<file path="config.mk">
export PLATFORM = sky130hd
export DESIGN_NAME = noc_arbiter_rr
export DESIGN_NICKNAME = d
export VERILOG_FILES = /design/src/rtl/noc_arbiter_rr.sv
export SDC_FILE = /design/constraint.sdc
export NUM_CORES = 1
export LEC_CHECK = 0
export CELL_PAD_IN_SITES_DETAIL_PLACEMENT = 0
export CELL_PAD_IN_SITES_GLOBAL_PLACEMENT = 1
export CORE_ASPECT_RATIO = 1.5
export CORE_MARGIN = 4
export CORE_UTILIZATION = 38
export CTS_CLUSTER_SIZE = 10
export DETAILED_ROUTE_END_ITERATION = 8
export PLACE_DENSITY = 0.76
export SLEW_MARGIN = 20
export SYNTH_ARGS = -nofsm -noshare
export SYNTH_HDL_FRONTEND = slang
export SYNTH_SLANG_ARGS = --single-unit
</file>
<file path="constraint.sdc">
create_clock -name clk -period 2.3 [get_ports clk]
set_input_delay 0.46 -clock clk [delete_from_list [all_inputs] [get_ports clk]]
set_output_delay 0.46 -clock clk [all_outputs]
set_load 0.01 [all_outputs]
</file>
<file path="src/rtl/noc_arbiter_rr.sv">
// Round-robin output-port arbiter with RTS/DCTS handshake towards the downstream router.
// An optional hold limit forces rotation away from a port that keeps requesting.
module noc_arbiter_rr #(
    parameter int N_PORTS  = 5,
    parameter int HOLD_MAX = 0,
    parameter int CNT_W    = 4
) (
    input  logic               clk,
    input  logic               rst,
    input  logic [N_PORTS-1:0] req,
    input  logic               DCTS,
    output logic [N_PORTS-1:0] grant,
    output logic [N_PORTS-1:0] xbar_sel,
    output logic               RTS,
    output logic [CNT_W-1:0]   hold_cnt
);

    // Bits [N_PORTS-1:0] are OWN[i]; the top bit is IDLE.
    localparam int IDLE_BIT = N_PORTS;

    logic [N_PORTS:0] owner;
    logic [N_PORTS:0] next_owner;
    logic [N_PORTS:0] owner_next;
    logic             rts_next;
    logic [CNT_W-1:0] hold_cnt_next;
    logic             stall;
    logic             others_req;
    logic             cur_req;
    logic             hold_expired;
    logic             found;
    int               idx;

    // State register.
    // NOTE: sequential state uses non-blocking assignments so every register samples pre-edge values.
    always_ff @(posedge clk) begin
        if (rst) begin
            owner           <= '0;
            owner[IDLE_BIT] <= 1'b1;
            RTS             <= 1'b0;
            hold_cnt        <= '0;
        end else begin
            owner    <= owner_next;
            RTS      <= rts_next;
            hold_cnt <= hold_cnt_next;
        end
    end

    // Next-state logic.
    // NOTE: every signal gets a default at the top so no path leaves it unassigned (no latches).
    always_comb begin
        next_owner    = '0;
        found         = 1'b0;
        idx           = 0;
        others_req    = |(req & ~owner[N_PORTS-1:0]);
        cur_req       = |(req & owner[N_PORTS-1:0]);
        hold_expired  = (HOLD_MAX != 0) && (int'(hold_cnt) >= HOLD_MAX) && others_req;

        if (owner[IDLE_BIT]) begin
            for (int i = 0; i < N_PORTS; i++) begin
                if (req[i] && !found) begin
                    next_owner[i] = 1'b1;
                    found         = 1'b1;
                end
            end
            if (!found) next_owner[IDLE_BIT] = 1'b1;
        end else if (cur_req && !hold_expired) begin
            next_owner = owner;
        end else begin
            // Scan upward from the current owner, wrapping, excluding the owner itself.
            for (int c = 0; c < N_PORTS; c++) begin
                if (owner[c]) begin
                    for (int k = 1; k < N_PORTS; k++) begin
                        idx = (c + k) % N_PORTS;
                        if (req[idx] && !found) begin
                            next_owner[idx] = 1'b1;
                            found           = 1'b1;
                        end
                    end
                end
            end
            if (!found) begin
                if (cur_req) next_owner = owner;
                else         next_owner[IDLE_BIT] = 1'b1;
            end
        end

        stall      = RTS && !DCTS;
        owner_next = stall ? owner : next_owner;

        if (owner[IDLE_BIT])  rts_next = 1'b0;
        else if (RTS && DCTS) rts_next = 1'b0;
        else                  rts_next = 1'b1;

        if (owner_next != owner || owner[IDLE_BIT]) hold_cnt_next = '0;
        else if (|grant)                            hold_cnt_next = (hold_cnt == '1) ? hold_cnt : hold_cnt + 1'b1;
        else                                        hold_cnt_next = hold_cnt;
    end

    // Outputs.
    always_comb begin
        xbar_sel = owner[N_PORTS-1:0];
        grant    = owner[N_PORTS-1:0] & {N_PORTS{RTS & DCTS}};
    end

endmodule

</file>
======== Word-level counts from Yosys, hierarchy flattened ========
Index checks and enable logic that the tools add are counted.
storage, ports and cells
  register bits after elaboration ......... 11
  latch bits .............................. 0
  memory bits (writable) .................. 0
  ROM bits ................................ 0
  input port bits ......................... 8
  output and inout port bits .............. 15
  memories kept ........................... 0
operators by class
  add/subtract/negate cells ............... 1
  $mul .................................... 0
  divide/modulo/power cells ............... 0
  order comparisons ....................... 0
  equal/unequal tests ..................... 2
  shift operators ......................... 0
  muxes and demuxes ....................... 127
  bitwise gates (word level) .............. 4
  reduce and logical (&&, ||, !) cells .... 55
operators by type and width
  cell                   count
  $mux W1                117
  $logic_and A1 B1 Y1    25
  $logic_not A1 Y1       24
  $mux W6                4
  $and A5 B5 Y5          2
  $reduce_or A5 Y1       2
  $mux W4                2
  $mux W3                2
  $ne A6 B6 Y1           1
  $add A4 B1 Y4 const B  1
  $eq A4 B4 Y1 const B   1
  $mux W2                2
  $reduce_or A2 Y1       2
  $reduce_and A2 Y1      1
  $and A1 B1 Y1          1
  $logic_or A1 B1 Y1     1
  $not A1 Y1             1

======== Logic depth before layout (Yosys ltp) ========
Gate-level depths: netlist of run 1.
  depth in word-level cells ............... 125
  gate-level depth with buffers ........... 8
  depth with buffers taken out ............ 6

======== Least setup slack after synthesis of run 1 ========
Ideal clock, no wire load.
  kind .................................... input-to-reg
  start ................................... input port req[4]
  end ..................................... register hold_cnt[0]
  data arrival time ....................... 1880 ps
  path slack .............................. 295 ps
  cell stages on the path ................. 7
  path buffers ............................ 1
  path through ............................ buf_4 > o41ai_2 > nand4_2 > o22ai_1 > a21oi_1 > o221ai_2 > nor4_1
on the way
  longest elaborated chain between the ends .. 108
  elaborated cells between the ends (all ways) .. 140
ends and longest elaborated chain
  element                       line  text
  from (decl)                   10    input logic [N_PORTS-1:0] req,
  $logic_and A1 B1 Y1           74    if (req[idx] && !found) begin
  $mux W1                       74
  $mux W1                       71    if (owner[c]) begin
  $mux W1                       66    end else if (cur_req && !hold_expired) begin
  $mux W1                       58    if (owner[IDLE_BIT]) begin
  $logic_not A1 Y1              74
  $logic_and A1 B1 Y1           74
  $mux W1                       74
  [92 not listed]               --
  $mux W1                       58
  $mux W6                       81    if (!found) begin
  $mux W6                       66
  $mux W6 *                     58
  $mux W6 *                     88    owner_next = stall ? owner : next_owner;
  $ne A6 B6 Y1 *                94    if (owner_next != owner || owner[IDLE_BIT]) hold_cnt_next = '0;
  $logic_or A1 B1 Y1 *          94
  $reduce_or A2 Y1 (no line) *  --
  to (signal assigned)          44    hold_cnt <= hold_cnt_next;
  to (decl)                     15    output logic [CNT_W-1:0] hold_cnt
Mark *: on every way between the ends. The rest lies on a longest branch, timed or not. The select of a mux whose other input is x is not followed.
A chain may end at the register's enable or synchronous reset.

======== Worst setup path after layout of run 1 ========
  start ................................... input port DCTS
  end ..................................... output port grant[2]
on the way
  longest elaborated chain between the ends .. 2
ends and longest elaborated chain
  element        line  text
  from (decl)    11    input logic DCTS,
  $and A1 B1 Y1  102   grant = owner[N_PORTS-1:0] & {N_PORTS{RTS & DCTS}};
  $and A5 B5 Y5  102
  to (decl)      12    output logic [N_PORTS-1:0] grant,
No other way between the ends.

==> metrics.md, run 1 <==
| Metric | Value |
|---|---|
| Status | `completed` |
| Critical path data arrival time | `roughly 1800 ps` |
| 1st-iter DRT viols | `between 40 and 50` |
| Dominant cells by area after synthesis | `dfxtp_1, buf_4, nor2_1` |
| Mux contribution to synthesized area | `between 3 and 4%` |
| R2R Setup Slk | `between 200 and 250 ps` |
| # DRC | `0` |
| Slowest stage cell, crit path | `clkdlybuf4s50_1` |
| Crit path kind | `input port to primary output` |
| Nets | `approximately 190` |
| DRT Wirelength | `approximately 3.8 mm` |
| Critical Path Fanout Max | `8` |
| P&R area growth vs syn | `40.8%` |
| Layout cells sized above 1 | `a little under two fifths` |
| Synth Area in Adders | `1.08%` |
| Core Area | `~3000 µm²` |
| TNS Setup | `0 ps` |
| Post-synth EDFFs | `0` |
| Synthesis-stage register bit count | `11` |
| CTS max path bufs | `2` |
| DP HPWL | `about 2.8 mm` |
| Distinct cells, synth | `between 50 and 60` |
| Drt via density | `6.02` |
| Max cap viols | `0` |
| Max IR drop VDD | `0.475 mV` |
| First-pass detailed-route iteration total | `4` |
| Final worst-path cycle share | `between 90% and 100%` |
| Largest net degree at the start of global routing | `13` |
| Async S/R FF share, synth | `0%` |
| Mapped Avg Cell Area | `8.18 µm²` |
| Slew margin rel. | `66.5%` |
| Max incr delay on CP | `about 570 ps` |
| Sequential fraction of the synthesis area | `19.0%` |
| Worst path cell trace | `clkdlybuf4s50_1, and3_2, clkdlybuf4s50_1` |
| Wire per inst | `17.4 µm` |
| Clk_lat worst skew | `around 250 ps` |
| Initial antenna violation count | `0` |
| Starting Density | `between 30% and 40%` |
| CP dominant cell by count | `clkdlybuf4s50_1` |
| Final Hold Violating Endpoints | `0` |
| Top-area cell type share of the netlist area | `19.0%` |
| Total grt overflow | `0` |
| Most frequent cells in the layout | `buf_4, clkdlybuf4s50_1, dfxtp_1` |
| Antenna violation net count after detailed routing | `0` |
| Final Cell Area | `around 1600 µm²` |
| Worst Max-Slew Pin Slew | `approximately 500 ps` |
| Area after DPL | `roughly 1500 µm²` |
| Synth Area in Compound Gates | `between 30 and 40%` |
| GP Congestion | `~1.0` |
| Std-Cell Rows | `24` |
| Pins over their slew limit | `0` |
| Main combinational cell family by area after synthesis | `compound AO/OA/AOI/OAI gates` |
| Fill cells | `291` |
| Fmax | `0.448 GHz` |
| CP endpoint kind | `primary output` |
| Hold Path Class | `flop to flop` |
| Yosys top cell by area | `dfxtp_1` |
| WP data required | `roughly 1800 ps` |
| TritonCTS clock tree | `yes` |
| Most common cell after layout, fill and taps aside | `buf_4` |
| Io pins | `23` |
| Final min period | `between 2000 and 2500 ps` |
| Yosys warns | `0` |
| CP startpoint kind | `input port` |
| Die width | `53.1 µm` |
| Tot Pwr | `~0.001 W` |
| N_diodes | `0` |
| H-tree levels | `1` |
| Pwr dens | `about 590 nW/µm²` |
| Via count | `about 1300` |
| CTS sink cnt | `11` |
| Mapped Nets | `151` |
| Total GRT Usage | `21.5%` |
| Xor and xnor fraction of the mapped netlist area | `1.51%` |
| Leakage | `0.616 nW` |
| Total CTS buffers | `3` |
| Root Driver | `clkbuf_8` |
| Post-synthesis cell area | `~1200 µm²` |
| Buf/Inv on CP | `2` |
| Die H | `about 76 µm` |
| Clock skew | `roughly 4.3 ps` |
| Reg clk slew, reported paths | `around 60 ps` |
| RSZ-0062 raised after global routing | `false` |
| Family with the most delay on the worst path | `buffers and inverters` |
| Gate Count Post-Synth | `between 100 and 150` |
| First-pass GRT wire length | `about 6.4 mm` |
| PortBufs | `22` |
| Synth Area in Simple Gates | `between 20% and 30%` |
| Vias in the first global route | `about 1400` |
| Final Setup Violations | `0` |
| Top FF cell, synth | `dfxtp_1` |
| Die area | `4020 µm²` |
==> area by class of cell <==
cell class / instances / area (µm²) / area share, %
Clock buffer: 4 / 45.0 / 2.75
Timing Repair Buffer: 54 / 440 / 26.9
Tap cell: 39 / 48.8 / 2.98
Sequential cell: 11 / 221 / 13.5
Multi-Input combinational cell: 108 / 865 / 52.9
Inverter: 4 / 15.0 / 0.918
==> worst register-to-register path, stage by stage, from the launching register on <==
cell      delay, ps
dfxtp_1         370
buf_4           200
a222oi_1        240
buf_4           180
and4_1          240
o211ai_2        140
o21ai_2         170
nand4_2         160
nor4_2          300
==> logic make-up (layout without fill, tap and decap cells) <==
family          count (synthesis)  after routing
fa+ha+maj                       1              1
compound gates                 45             45
flops                          11             11
mux                             4              4
simple gates                   56             56
buf+inv                        23             62
xor+xnor                        2              2
==> registers in the layout, indices dropped and copies added, names as in the netlist <==
register and flops:
RTS 1, owner 6, hold_cnt 4
==> routing by layer <==
layer	track usage (%)	routed length, µm	share of wire (%)
met4	15.1	121	3.2
met2	37.8	2060	54
met1	23.4	1530	40
met3	2.74	115	3.0
met5	0	0	0
==> synth_stat cells (2+ instances only) <==
cell / count
a211oi_1: 4
a21oi_1: 6
and2b_2: 2
and3_1: 5
and3_2: 2
buf_2: 3
buf_4: 8
buf_6: 3
clkbuf_1: 4
dfxtp_1: 11
inv_1: 4
mux2_2: 2
mux2i_1: 2
nand2_1: 8
nand2b_2: 2
nand3_1: 2
nand4_1: 3
nand4_2: 2
nor2_1: 9
nor2b_1: 2
nor3_1: 4
nor3b_1: 3
nor4_1: 4
o2111ai_1: 2
o211ai_1: 4
o21ai_0: 3
o22ai_1: 2
o31ai_1: 3
o41ai_1: 2
o41ai_2: 2
or2_2: 2
==> metrics by stage <==
step	setup slack (ps)	cells	util, %	hold slack, ps
2_1_floorplan	295	142	-	532
5_1_grt	15.8	220	56.1	648
3_3_place_gp	-375	214	52.1	556
6_report	66.4	220	56.1	593
3_5_place_dp	-439	214	52.1	579
4_1_cts	31.4	219	55.5	592
==> path summary, 6_finish.rpt <==
kind                               endpoint  startpoint  cells after the start
worst max-delay path               grant[2]        DCTS                      3
worst max register to register  hold_cnt[1]    owner[0]                      8
worst min-delay path                    RTS         RTS                      1
worst min register to register          RTS         RTS                      1
==> repair_timing <==
item                                    CTS  global route
pin swaps                                 3             4
resized for setup                        11            14
setup buffers                             1             1
endpoints found under the setup margin    6             4
hold endpoints to repair                  0             0
hold buffers                              0             0
==> report_power, final <==
| part | internal [W] | leakage, nW | switching (W) |
|---|---|---|---|
| Clock | 0.000123 | 0.0228 | 0.0000841 |
| Combinational | 0.000250 | 0.503 | 0.000261 |
| Sequential | 0.000208 | 0.0903 | 0.0000460 |
Power figures use the tool's default switching activity.
==> run 2: changes to the inputs <==
CORE_ASPECT_RATIO = 0.9   (was 1.5)
==> run 2 against run 1 <==
  * Die area is 0.43% lower
  * Critical path depth is 4 higher
  * Cell area is 1.5% lower
  * Critical endpoint is now hold_cnt[1]
  * Largest cell class unchanged
  * Largest power group unchanged
==> metrics.md, run 2 (synthesis gave the netlist of run 1 again) <==
| Metric | Value |
|---|---|
| Biggest register | `owner (unchanged)` |
| Worst hold path startpoint | `RTS (unchanged)` |
| H-tree levels | `1 (unchanged)` |
| # DRC | `0 (unchanged)` |
| Drt via density | `5.92 (was 6.02)` |
| Seq pwr share | `28.4% (was 26.1%)` |
| Crit path kind | `input port to flop (was input port to primary output)` |
| Starting Density | `40.9% (was 39.9%)` |
| Tot Pwr | `0.000901 W (was 0.000972 W)` |
| Combinational Power Share | `57.0% (was 52.6%)` |
| Fmax | `0.445 GHz (was 0.448 GHz)` |
| Sw frac | `42.4% (was 40.2%)` |
| Reg clk slew, reported paths | `70 ps (was 60 ps)` |
| Final min period | `2240 ps (was 2230 ps)` |
| Slowest stage cell, crit path | `o41ai_4 (was clkdlybuf4s50_1)` |
| Leakage | `0.579 nW (was 0.616 nW)` |
| RSZ-0062 raised after global routing | `true (was false)` |
| GP Congestion | `0.890 (was 1.00)` |
| Max cap viols | `0 (unchanged)` |
| DP HPWL | `2.56 mm (was 2.84 mm)` |
| Final Setup Violations | `0 (unchanged)` |
| Hold Path Sink | `RTS (unchanged)` |
| Io pins | `23 (unchanged)` |
| Clk_lat worst skew | `270 ps (was 250 ps)` |
| Leading registers by flop count | `owner (6), hold_cnt (4), RTS (1) (unchanged)` |
| CP startpoint kind | `input port (unchanged)` |
| Total GRT Usage | `16.8% (was 21.5%)` |
| Wire per inst | `16.2 µm (was 17.4 µm)` |
| Worst Max-Slew Pin Slew | `531 ps (was 502 ps)` |
| Worst hold margin | `612 ps (was 593 ps)` |
| R2R Setup Slk | `150 ps (was 210 ps)` |
| Total CTS buffers | `3 (unchanged)` |
| Total grt overflow | `0 (unchanged)` |
| Final Hold Violating Endpoints | `0 (unchanged)` |
| Clock skew | `4.11 ps (was 4.27 ps)` |
| CTS max path bufs | `2 (unchanged)` |
| Fill cells | `264 (was 291)` |
| Final Cell Area | `1610 µm² (was 1640 µm²)` |
| N_diodes | `0 (unchanged)` |
| Critical path data arrival time | `2430 ps (was 1770 ps)` |
| P&R area growth vs syn | `38.7% (was 40.8%)` |
| Slew margin rel. | `64.6% (was 66.5%)` |
| Critical Path Fanout Max | `5 (was 8)` |
| Buf/Inv on CP | `1 (was 2)` |
| Core Area | `2840 µm² (was 2910 µm²)` |
| WP data required | `2480 ps (was 1840 ps)` |
| Final Util | `56.7% (was 56.1%)` |
| TritonCTS clock tree | `yes (unchanged)` |
| Largest net degree at the start of global routing | `13 (unchanged)` |
| Die width | `66.3 µm (was 53.1 µm)` |
| Root Driver | `clkbuf_4 (was clkbuf_8)` |
| Int Power | `0.000519 W (was 0.000581 W)` |
| Max incr delay on CP | `510 ps (was 570 ps)` |
| Register area | `220 µm² (was 221 µm²)` |
| Final worst-path cycle share | `97.6% (was 97.1%)` |
| Max IR drop VDD | `0.418 mV (was 0.475 mV)` |
| Std-Cell Rows | `18 (was 24)` |
| Hold depth | `1 (unchanged)` |
| First-pass GRT wire length | `5.22 mm (was 6.41 mm)` |
| Die area | `4010 µm² (was 4020 µm²)` |
| Nets | `183 (was 191)` |
| R2r worst-path depth | `6 (was 8)` |
| First-pass detailed-route iteration total | `4 (unchanged)` |
| Area of the multi-input gates | `906 µm² (was 865 µm²)` |
| Layout cells sized above 1 | `35.3% (was 38.1%)` |
| Antenna violation net count after detailed routing | `0 (unchanged)` |
| Clk pwr share | `14.6% (was 21.3%)` |
| Family with the most delay on the worst path | `compound AO/OA/AOI/OAI gates (was buffers and inverters)` |
| CP endpoint kind | `flop (was primary output)` |
| Status | `completed (unchanged)` |
| RR Startpoint | `owner[2] (was owner[0])` |
| 1st-iter DRT viols | `94 (was 49)` |
| Die H | `60.4 µm (was 75.7 µm)` |
| Initial antenna violation count | `0 (unchanged)` |
| Most frequent cells in the layout | `buf_4, clkdlybuf4s50_1, dfxtp_1 (unchanged)` |
| DRT Wirelength | `3.45 mm (was 3.83 mm)` |
| CTS sink cnt | `11 (unchanged)` |
| Max FFs per register | `6 (unchanged)` |
| Pins over their slew limit | `0 (unchanged)` |
| Via count | `1262 (was 1324)` |
| Switching power of the nets | `0.000382 W (was 0.000391 W)` |
| Hold Path Class | `flop to flop (unchanged)` |
| Pwr dens | `559 nW/µm² (was 594 nW/µm²)` |
| Worst path cell trace | `dlygate4sd2_1, o41ai_4, nand4_1, o211ai_2, a2bb2oi_2, o221ai_2, nor4_2 (was clkdlybuf4s50_1, and3_2, clkdlybuf4s50_1)` |
| Most common cell after layout, fill and taps aside | `buf_4 (unchanged)` |
| Reg2reg end | `hold_cnt[1] (unchanged)` |
| Area after DPL | `1470 µm² (was 1520 µm²)` |
| Vias in the first global route | `1112 (was 1391)` |
| PortBufs | `22 (unchanged)` |
==> run 2: worst max path at each step <==
stage / to / slack (ps) / start / depth (start not counted)
after global placement: hold_cnt[1] / -390 / req[2] / 7
final: hold_cnt[1] / 60 / req[4] / 7
after detailed placement: hold_cnt[1] / -420 / req[2] / 7
after floorplan: hold_cnt[0] / 300 / req[4] / 7
after global routing: hold_cnt[1] / -20 / req[1] / 8
after CTS: hold_cnt[1] / 40 / req[1] / 8
==> run 2: per-stage QoR <==
step	setup TNS, ps	std cells	worst slack (ps)
after global routing	-24.4	213	-24.4
final	0	213	55.1
after global placement	-2360	208	-394
after floorplan	0	142	295
after detailed placement	-2680	208	-418
after CTS	0	213	38.1
==> run 2: power groups by stage <==
| stage | logic (W) | clock network, W | registers [W] |
|---|---|---|---|
| final | 0.000514 | 0.000131 | 0.000256 |
| after global routing | 0.000551 | 0.000147 | 0.000260 |
| after CTS | 0.000463 | 0.000136 | 0.000253 |
| after detailed placement | 0.000451 | 0 | 0.000255 |
| after global placement | 0.000446 | 0 | 0.000255 |
| after floorplan | 0.000349 | 0 | 0.000227 |
==> run 2: timing repair <==
| action | CTS | global route |
|---|---|---|
| buffers inserted | 1 | 0 |
| resized for setup | 8 | 16 |
| hold buffers | 0 | 0 |
| setup endpoints to repair | 6 | 4 |
| pin swaps | 2 | 8 |
==> run 2: cell type report <==
type | instances | share of cell area [%]
Inverter | 4 | 0.932
Timing Repair Buffer | 46 | 24.3
Tap cell | 40 | 3.11
Multi-Input combinational cell | 108 | 56.3
Clock buffer | 3 | 1.40
Sequential cell | 11 | 13.7
Clock inverter | 1 | 0.311
==> run 2: layer usage <==
| layer | routed length [µm] | up-vias | global-route usage (%) |
|---|---|---|---|
| met5 | 0 | - | 0 |
| met4 | 0 | 0 | 0.870 |
| met3 | 247 | 0 | 3.33 |
| met2 | 1550 | 44 | 25.6 |
| li1 | - | 615 | - |
| met1 | 1660 | 603 | 25.7 |
==> run 3: changes to the inputs <==
PLACE_DENSITY = 0.81   (was 0.76)
==> run 3 against run 2 <==
  * Via count rose by 3.0%
  * Critical path depth grew 1
  * Global-route usage rose by 1.5 points
  * Sequential share of layout area is 0.12 points higher
  * Sequential power about the same
  * Register-to-register slack hardly changed
  * Count of clock-buffer cells in the layout unchanged
  * Non-clock buffer count up 6
  * Critical endpoint unchanged
  * Largest power group unchanged
==> metrics.md, run 3 (synthesis gave the netlist of run 1 again) <==
| Metric | Value |
|---|---|
| Status | `completed (unchanged)` |
| Final Hold Violating Endpoints | `0 (unchanged)` |
| Fin cells | `219 (was 213)` |
| CTS max path bufs | `2 (unchanged)` |
| Die width | `66.3 µm (unchanged)` |
| DRT Wirelength | `3.80 mm (was 3.45 mm)` |
| Die H | `60.4 µm (unchanged)` |
| Largest net degree at the start of global routing | `14 (was 13)` |
| Seq pwr share | `27.5% (was 28.4%)` |
| Layout cells sized above 1 | `36.9% (was 35.3%)` |
| R2r worst-path depth | `6 (unchanged)` |
| Final Setup Violations | `0 (unchanged)` |
| Critical Path Fanout Max | `5 (unchanged)` |
| CTS sink cnt | `11 (unchanged)` |
| Reg2reg end | `hold_cnt[1] (unchanged)` |
| CP startpoint kind | `input port (unchanged)` |
| Most frequent cells in the layout | `buf_4, clkdlybuf4s50_1, dfxtp_1 (unchanged)` |
| Worst path cell trace | `dlygate4sd2_1, o41ai_2, buf_4, nand4_1, o211ai_2, a2bb2oi_2, o221ai_4, nor4_2 (was dlygate4sd2_1, o41ai_4, nand4_1, o211ai_2, a2bb2oi_2, o221ai_2, nor4_2)` |
| Max IR drop VDD | `0.389 mV (was 0.418 mV)` |
| Max incr delay on CP | `410 ps (was 510 ps)` |
| Total CTS buffers | `3 (unchanged)` |
| Biggest register | `owner (unchanged)` |
| Pins over their slew limit | `0 (unchanged)` |
| Initial antenna violation count | `0 (unchanged)` |
| Reg clk slew, reported paths | `70 ps (about the same)` |
| Combinational Power Share | `58.5% (was 57.0%)` |
| Slowest stage cell, crit path | `o41ai_2 (was o41ai_4)` |
| 1st-iter DRT viols | `128 (was 94)` |
| Sw frac | `43.3% (was 42.4%)` |
| Final min period | `2270 ps (was 2240 ps)` |
| Hold buffer count at CTS | `0 (unchanged)` |
| Total GRT Usage | `18.3% (was 16.8%)` |
| First-pass detailed-route iteration total | `4 (unchanged)` |
| Max FFs per register | `6 (unchanged)` |
| Area after DPL | `1500 µm² (was 1470 µm²)` |
| Switching power of the nets | `0.000402 W (was 0.000382 W)` |
| P&R area growth vs syn | `39.0% (was 38.7%)` |
| Starting Density | `40.9% (unchanged)` |
| Max cap viols | `0 (unchanged)` |
| Wire per inst | `17.3 µm (was 16.2 µm)` |
| CP endpoint kind | `flop (unchanged)` |
| Worst hold margin | `614 ps (was 612 ps)` |
| N_diodes | `0 (unchanged)` |
| GP Congestion | `0.930 (was 0.890)` |
| Placed cells | `213 (was 208)` |
| Crit path launch | `req[0] (was req[4])` |
| TritonCTS clock tree | `yes (unchanged)` |
| Worst Max-Slew Pin Slew | `441 ps (was 531 ps)` |
| Io pins | `23 (unchanged)` |
| Leakage | `0.609 nW (was 0.579 nW)` |
| Clk pwr share | `14.0% (was 14.6%)` |
| Register area | `223 µm² (was 220 µm²)` |
| First-pass GRT wire length | `5.69 mm (was 5.22 mm)` |
| Pwr dens | `575 nW/µm² (was 559 nW/µm²)` |
| Std-Cell Rows | `18 (unchanged)` |
| Hold Path Class | `flop to flop (unchanged)` |
| Drt via density | `5.94 (was 5.92)` |
| Crit path to | `hold_cnt[1] (unchanged)` |
| Clock skew | `1.66 ps (was 4.11 ps)` |
| Nets | `189 (was 183)` |
| Vias in the first global route | `1194 (was 1112)` |
| Leading registers by flop count | `owner (6), hold_cnt (4), RTS (1) (unchanged)` |
| # DRC | `0 (unchanged)` |
| Int Power | `0.000526 W (was 0.000519 W)` |
| Via count | `1300 (was 1262)` |
| Fmax | `0.441 GHz (was 0.445 GHz)` |
| Antenna violation net count after detailed routing | `0 (unchanged)` |
| Clk_lat worst skew | `270 ps (about the same)` |
| Root Driver | `clkbuf_4 (unchanged)` |
| TNS Setup | `0 ps (unchanged)` |
| R2R Setup Slk | `150 ps (about the same)` |
| Stages on worst setup path | `8 (was 7)` |
| Final Cell Area | `1610 µm² (about the same)` |
| Area of the multi-input gates | `863 µm² (was 906 µm²)` |
| Family with the most delay on the worst path | `compound AO/OA/AOI/OAI gates (unchanged)` |
| Crit path kind | `input port to flop (unchanged)` |
| WP data required | `2470 ps (was 2480 ps)` |
| H-tree levels | `1 (unchanged)` |
| Most common cell after layout, fill and taps aside | `buf_4 (unchanged)` |
| Total grt overflow | `0 (unchanged)` |
| Die area | `4010 µm² (unchanged)` |
| Fill cells | `254 (was 264)` |
| Core Area | `2840 µm² (unchanged)` |
| DP HPWL | `2.69 mm (was 2.56 mm)` |
| Slew margin rel. | `70.4% (was 64.6%)` |
| Final worst-path cycle share | `98.5% (was 97.6%)` |
| Buf/Inv on CP | `2 (was 1)` |
| RR Startpoint | `owner[3] (was owner[2])` |
| Critical path data arrival time | `2440 ps (was 2430 ps)` |
| PortBufs | `22 (unchanged)` |
[run 3: changes by cell type in the layout (fill, tap and decap cells not counted), sizes merged]
cell           delta
dlymetal6s2s      +1
buf               +6
clkdlybuf4s50     -1
[run 3: layout make-up]
cell class | instances | area share, %
clock buffer | 3 | 1.40
clock inverter | 1 | 0.310
inverter | 4 | 0.930
multi-input combinational | 108 | 53.5
sequential | 11 | 13.8
tap | 40 | 3.10
timing repair buffer | 52 | 27.0
[run 3: worst min-delay path by stage]
stage / startpoint / depth (start not counted) / slack, ps / to
2_1_floorplan: rst / 1 / 530 / owner[0]
3_3_place_gp: RTS / 1 / 570 / RTS
3_5_place_dp: RTS / 1 / 580 / RTS
4_1_cts: RTS / 1 / 590 / RTS
5_1_grt: hold_cnt[2] / 2 / 660 / hold_cnt[2]
6_report: RTS / 1 / 610 / RTS
[run 3: stage by stage]
stage	total power, W	setup slack [ps]	util (%)
after floorplan	0.000575	295	-
after global placement	0.000716	-346	53.0
after detailed placement	0.000720	-430	53.0
after CTS	0.000860	24.0	54.5
after global routing	0.000982	-33.0	56.9
final	0.000929	34.5	56.9
[run 3: routing by layer]
layer,global-route usage [%],part of all wire (%)
met1,25.7,45
met2,27.4,46
met3,4.81,7.3
met4,5.51,1.4
met5,0,0
[run 3: power groups by stage]
stage	registers, W	logic, W	clock network (W)
2_1_floorplan	0.000227	0.000349	0
3_3_place_gp	0.000255	0.000461	0
3_5_place_dp	0.000255	0.000464	0
4_1_cts	0.000251	0.000475	0.000135
5_1_grt	0.000259	0.000578	0.000145
6_report	0.000255	0.000543	0.000130
[run 3: timing repair]
action,in CTS,in global routing
pin swaps,6,5
endpoints found under the setup margin,5,5
cloned,0,0
setup buffers,2,0
gates resized for setup,5,16
[run 3: worst reg2reg max path: cells and delay by family, from the launching register on]
family          cells  cell delay (ps)
compound gates      3              830
simple gates        3              780
flops               1              440
